--- src/rtl/cia_bus.sv ---
// CIA host-bus front end: synchronises and filters the raw bus pins, tracks the PHI2 phase,
// and captures the register access (rd/we/addr/data) plus the data-bus output enable.

module cia_bus_sync #(
    parameter int STAGES = 2
) (
    input  logic clk,
    input  logic res_n,
    input  logic d,
    output logic q
);
    logic [STAGES-1:0] ff;

    always_ff @(posedge clk or negedge res_n) begin
        if (!res_n) ff <= '0;
        else        ff <= {ff[STAGES-2:0], d};
    end

    assign q = ff[STAGES-1];
endmodule

module cia_bus #(
    parameter int SYNC_STAGES = 2,
    parameter int FILTER      = 2
) (
    input  logic       clk,
    input  logic       res_n,
    input  logic       phi2_i,
    input  logic       cs_n_i,
    input  logic       rw_i,
    input  logic [3:0] rs_i,
    input  logic [7:0] db_i,
    output logic       phi2,
    output logic       phi2_up,
    output logic       phi2_dn,
    output logic       rd,
    output logic       we,
    output logic [3:0] addr,
    output logic [7:0] data,
    output logic       db_oe
);
    typedef struct packed {
        logic [7:0] db;
        logic [3:0] rs;
        logic       rw;
        logic       cs_n;
        logic       phi2;
    } pins_t;

    typedef enum logic [1:0] {INIT, LOW, HIGH} state_t;

    localparam int          PW       = $bits(pins_t);
    localparam logic [2:0]  FLT_LAST = 3'(FILTER - 1);

    pins_t                  pin_raw;
    pins_t                  pin_s;
    state_t                 state;
    logic [2:0]             cnt;
    logic [7:0]             dbuf;
    logic [SYNC_STAGES-1:0] vld_pipe;
    logic                   p_s;
    logic                   s_vld;
    logic                   accept;

    assign pin_raw = '{db: db_i, rs: rs_i, rw: rw_i, cs_n: cs_n_i, phi2: phi2_i};

    for (genvar i = 0; i < PW; i++) begin : g_sync
        cia_bus_sync #(.STAGES(SYNC_STAGES)) u_sync (
            .clk   (clk),
            .res_n (res_n),
            .d     (pin_raw[i]),
            .q     (pin_s[i])
        );
    end

    assign p_s    = pin_s.phi2;
    assign accept = (p_s != phi2) && (cnt == FLT_LAST);

    // The synchroniser resets to 0, so p_s is not a real pin sample until
    // the pipe has refilled; without this a pin held high at release would
    // look like a low and let INIT skip straight to LOW.
    always_ff @(posedge clk or negedge res_n) begin
        if (!res_n) vld_pipe <= '0;
        else        vld_pipe <= {vld_pipe[SYNC_STAGES-2:0], 1'b1};
    end
    assign s_vld = vld_pipe[SYNC_STAGES-1];

    always_ff @(posedge clk or negedge res_n) begin
        if (!res_n)                    cnt <= '0;
        else if (p_s == phi2 || accept) cnt <= '0;
        else                           cnt <= cnt + 3'd1;
    end

    always_ff @(posedge clk or negedge res_n) begin
        if (!res_n)   dbuf <= '0;
        else if (p_s) dbuf <= pin_s.db;
    end

    always_ff @(posedge clk or negedge res_n) begin
        if (!res_n) begin
            state   <= INIT;
            phi2    <= 1'b0;
            phi2_up <= 1'b0;
            phi2_dn <= 1'b0;
            rd      <= 1'b0;
            we      <= 1'b0;
            addr    <= '0;
            data    <= '0;
            db_oe   <= 1'b0;
        end else begin
            phi2_up <= 1'b0;
            phi2_dn <= 1'b0;
            db_oe   <= rd & phi2;
            if (phi2_dn) begin
                rd <= 1'b0;
                we <= 1'b0;
            end
            // A capture below must win over the clear above when FILTER=1
            // lets a rise be accepted right after a fall.
            case (state)
                INIT: begin
                    if (accept) begin
                        phi2 <= p_s;
                        if (!p_s) state <= LOW;
                    end else if (s_vld && !phi2 && !p_s) begin
                        state <= LOW;
                    end
                end
                LOW: begin
                    if (accept) begin
                        phi2    <= 1'b1;
                        phi2_up <= 1'b1;
                        addr    <= pin_s.rs;
                        rd      <= ~pin_s.cs_n &  pin_s.rw;
                        we      <= ~pin_s.cs_n & ~pin_s.rw;
                        state   <= HIGH;
                    end
                end
                HIGH: begin
                    if (accept) begin
                        phi2    <= 1'b0;
                        phi2_dn <= 1'b1;
                        data    <= dbuf;
                        state   <= LOW;
                    end
                end
                default: state <= INIT;
            endcase
        end
    end
endmodule

--- config.mk ---
export PLATFORM = sky130hd
export DESIGN_NAME = cia_bus
export DESIGN_NICKNAME = d
export VERILOG_FILES = /design/src/rtl/cia_bus.sv
export SDC_FILE = /design/constraint.sdc
export NUM_CORES = 1
export LEC_CHECK = 0
export CORE_MARGIN = 1
export CORE_UTILIZATION = 46
export DETAILED_ROUTE_END_ITERATION = 7
export PLACE_DENSITY = 0.73
export SLEW_MARGIN = 5
export SYNTH_ARGS = -nofsm -noshare
export SYNTH_HDL_FRONTEND = slang
export SYNTH_SLANG_ARGS = --single-unit
--- constraint.sdc ---
create_clock -name clk -period 1.46 [get_ports clk]
set_input_delay 0.365 -clock clk [delete_from_list [all_inputs] [get_ports clk]]
set_output_delay 0.365 -clock clk [all_outputs]
set_load 0.02 [all_outputs]
==> impl_results.md, run 1 <==
- Status: finished, violations left
- Violated checks: negative setup slack
- Hpwl dp: 2320 um
- Seq pwr share: 40.8%
- Post-route insts no fill: 250
- Num rows: 24
- FILL cells: 296
- Place WS: -0.168 ns
- Fin Setup TNS: -0.193 ns
- Syn Inst Count: 130
- Top-count cell post-synth: dfrtp_1
- R2r startpoint: phi2$_DFFE_PN0P_
- Clock Skews: 0.0104 ns
- Sw Pwr: 1.71 mW
- Synthesized area: 2150 um^2
- Die H: 70.4 um
- Pwr Density: 1860 nW/um^2
- Vias in the first global route: 1338
- Layout cells sized above 1: 38.9%
- Top_reg_cell synth: dfrtp_1
- Layout area overhead: 40.5%
- Total CTS buffers: 9
- Logic pwr share: 33.4%
- Worst min-delay path class: in2async
- Drt initial violations: 102
- Multi-input logic area: 691 um^2
- Final worst slack: -0.0490 ns
- CTS H-tree lvls: 3
- Drt total wl: 3820 um
- Worst Path Arrival: 1.71 ns
- NumNets Final: 216
- Sink Count: 63
- Share of synthesized flip-flops with an asynchronous set or reset: 100%
- Yosys top cell by area: dfrtp_1
- Post-DRT Antenna Nets: 0
- ANT cells: 0
- Die area: 4950 um^2
- Yosys warns: 0
- Core area: 4410 um^2
- Pwr Total: 5.61 mW
- Worst setup path startpoint: phi2$_DFFE_PN0P_
- Critical Path Fanout Max: 7
- Fin area: 3020 um^2
- Syn Area/Cell: 16.5 um^2
- Clock transition at path regs: 0.07 ns
- Worst setup EP type: register
- Max Root-Sink Buffers: 2
- CTS root buf: clkbuf_8
- Fmax: 663 MHz
- Cell variety after synth: 28
- Largest net degree at the start of global routing: 64
- Post-synth EDFFs: 0
- Final min period: 1.51 ns
- Most instantiated cells after synthesis: 63 x dfrtp_1, 22 x mux2_2, 6 x ha_1
- Seq. cell area: 1580 um^2
- 1st-pass router iterations: 5
- All-Layer GR Usage: 17.8%
- Final Cycle Share: 103%
- Register bit total from synthesis: 63
- # IOs: 35
- Placed inst area: 2660 um^2
- Net Sw Frac: 30.5%
- DRC Markers: 0
- Setup violators final: 11
- Maxcap violations: 0
- Pint: 3.90 mW
- Worst R2R Setup Slack: -0.05 ns
- CP Class: reg2reg
- Initial Util: 48.7%
- Dpl cells: 225
- Unrepaired setup endpoints after global routing: true
- Main area contributors after synthesis: dfrtp_1 73%, mux2_2 12%, ha_1 3.5%
- Vias per std cell: 5.03
- Max VDD drop: 1030 uV
- Final hold vios: 0
- First-pass GRT wire length: 6370 um
- Worst skew pair latency: 0.33 ns
- Clock share of power: 25.8%
- Leakage: 1.43 nW
- Width of the die: 70.4 um
- CTS tree: built
- Slew Viols, Final: 0
- Setup crit start kind: register
- Post-synthesis sequential area ratio: 73.3%
- Via count: 1258
- WL/cell: 15.3 um
- Antenna violations before repair: 0
- Worst path required time: 1.67 ns
- Gpl congestion: 0.858
- IO buf count: 34
- Global route total overflow: 0
- Mapped Nets: 153
- Yosys top cell area share: 73.3%
[registers in the layout, indices dropped and copies added, names as in the netlist]
name	count
g_sync.u_sync.ff	30
db_oe	1
state	2
vld_pipe	2
rd	1
data	8
we	1
phi2_up	1
addr	4
phi2	1
phi2_dn	1
cnt	3
dbuf	8
[power groups by stage]
stage | combinational [mW] | sequential, mW | clock, mW
floorplan | 0.607 | 2.53 | 0
global placement | 1.57 | 2.30 | 0
detailed placement | 1.64 | 2.31 | 0
CTS | 1.80 | 2.29 | 1.48
global route | 2.02 | 2.33 | 1.57
finish | 1.87 | 2.29 | 1.45
[final timing paths]
check,to,cells past startpoint
worst max-delay path,state[1]$_DFFE_PN0P_,3
worst min-delay path,data[6]$_DFFE_PN0P_,2
worst max register to register,state[1]$_DFFE_PN0P_,3
worst min register to register,g_sync[5].u_sync.ff[1]$_DFF_PN0_,0
max in group asynchronous,g_sync[0].u_sync.ff[1]$_DFF_PN0_,2
min in group clk,g_sync[5].u_sync.ff[1]$_DFF_PN0_,0
[stage by stage]
stage	hold slack [ns]	util (%)
3_5_place_dp	0.336	60.3
5_1_grt	0.0474	68.5
2_1_floorplan	0.0694	-
4_1_cts	0.0311	67.3
6_report	0.0319	68.5
3_3_place_gp	0.332	60.3
[routing by layer]
layer / part of all wire (%) / up-vias / GRT usage, %
li1: - / 574 / -
met1: 41 / 627 / 21.1
met2: 52 / 46 / 28.5
met3: 4.4 / 11 / 4.62
met4: 2.6 / 0 / 12.0
met5: 0 / - / 0
[critical path: stages (launching register included)]
cell and delay, ns:
dfrtp_2 0.47, or3b_4 0.40, o211a_1 0.17, o32a_1 0.35
[cells in the final DEF (no fill, tap or decap), drive strengths merged, types with 4 or more instances in the layout]
cell type and n:
clkdlybuf4s50 15, dfrtp 63, clkbuf 14, mux2 22, nand2b 4, dlygate4sd2 15, nor2 5, ha 6
inv 4, buf 20
[cells by family (layout without fill, tap and decap cells)]
| group | count (synthesis) | in the layout | synth area share [%] |
|---|---|---|---|
| DFF | 63 | 63 | 73.3 |
| AOI/OAI and AO/OA | 10 | 10 | 3.61 |
| other | 1 | 1 | 0.174 |
| xor gates and xnor gates | 1 | 1 | 0.756 |
| adders and majority gates | 6 | 6 | 3.49 |
| and+or+nand+nor | 19 | 20 | 5.00 |
| muxes | 24 | 24 | 12.4 |
| buffers and inverters | 6 | 73 | 1.22 |
[area by class of cell]
class | instances | area share, %
tap | 52 | 2.15
inverter | 4 | 0.580
multi-input combinational | 62 | 22.9
clock inverter | 3 | 1.41
timing repair buffer | 53 | 15.8
sequential | 63 | 52.3
clock buffer | 13 | 4.93
[repair_timing]
item	CTS	global route
setup endpoints to repair	35	20
cloned	1	0
resized for setup	49	8
hold buffers	0	0
setup buffers	5	4
pin swaps	8	5
Note: power is estimated with default switching activity, not from simulation.
==> inputs of run 2 (changes only) <==
--- a/config.mk
+++ b/config.mk
@@ -9,6 +9,7 @@
 export CORE_UTILIZATION = 46
 export DETAILED_ROUTE_END_ITERATION = 7
 export PLACE_DENSITY = 0.73
+export SKIP_LAST_GASP = 1
 export SLEW_MARGIN = 5
 export SYNTH_ARGS = -nofsm -noshare
 export SYNTH_HDL_FRONTEND = slang
==> results of run 2 <==
Final layout, timing and power as in run 1 (identical DEF).
Main changes from that run: number of gates resized after CTS 49 -> 47
==> inputs of run 3 (changes only) <==
--- a/config.mk
+++ b/config.mk
@@ -10,7 +10,6 @@
 export DETAILED_ROUTE_END_ITERATION = 7
 export PLACE_DENSITY = 0.73
 export SKIP_LAST_GASP = 1
-export SLEW_MARGIN = 5
 export SYNTH_ARGS = -nofsm -noshare
 export SYNTH_HDL_FRONTEND = slang
 export SYNTH_SLANG_ARGS = --single-unit
==> results of run 3 <==
Final layout, timing and power as in run 1 (identical DEF).
Main changes from that run: number of gates resized after CTS 49 -> 47
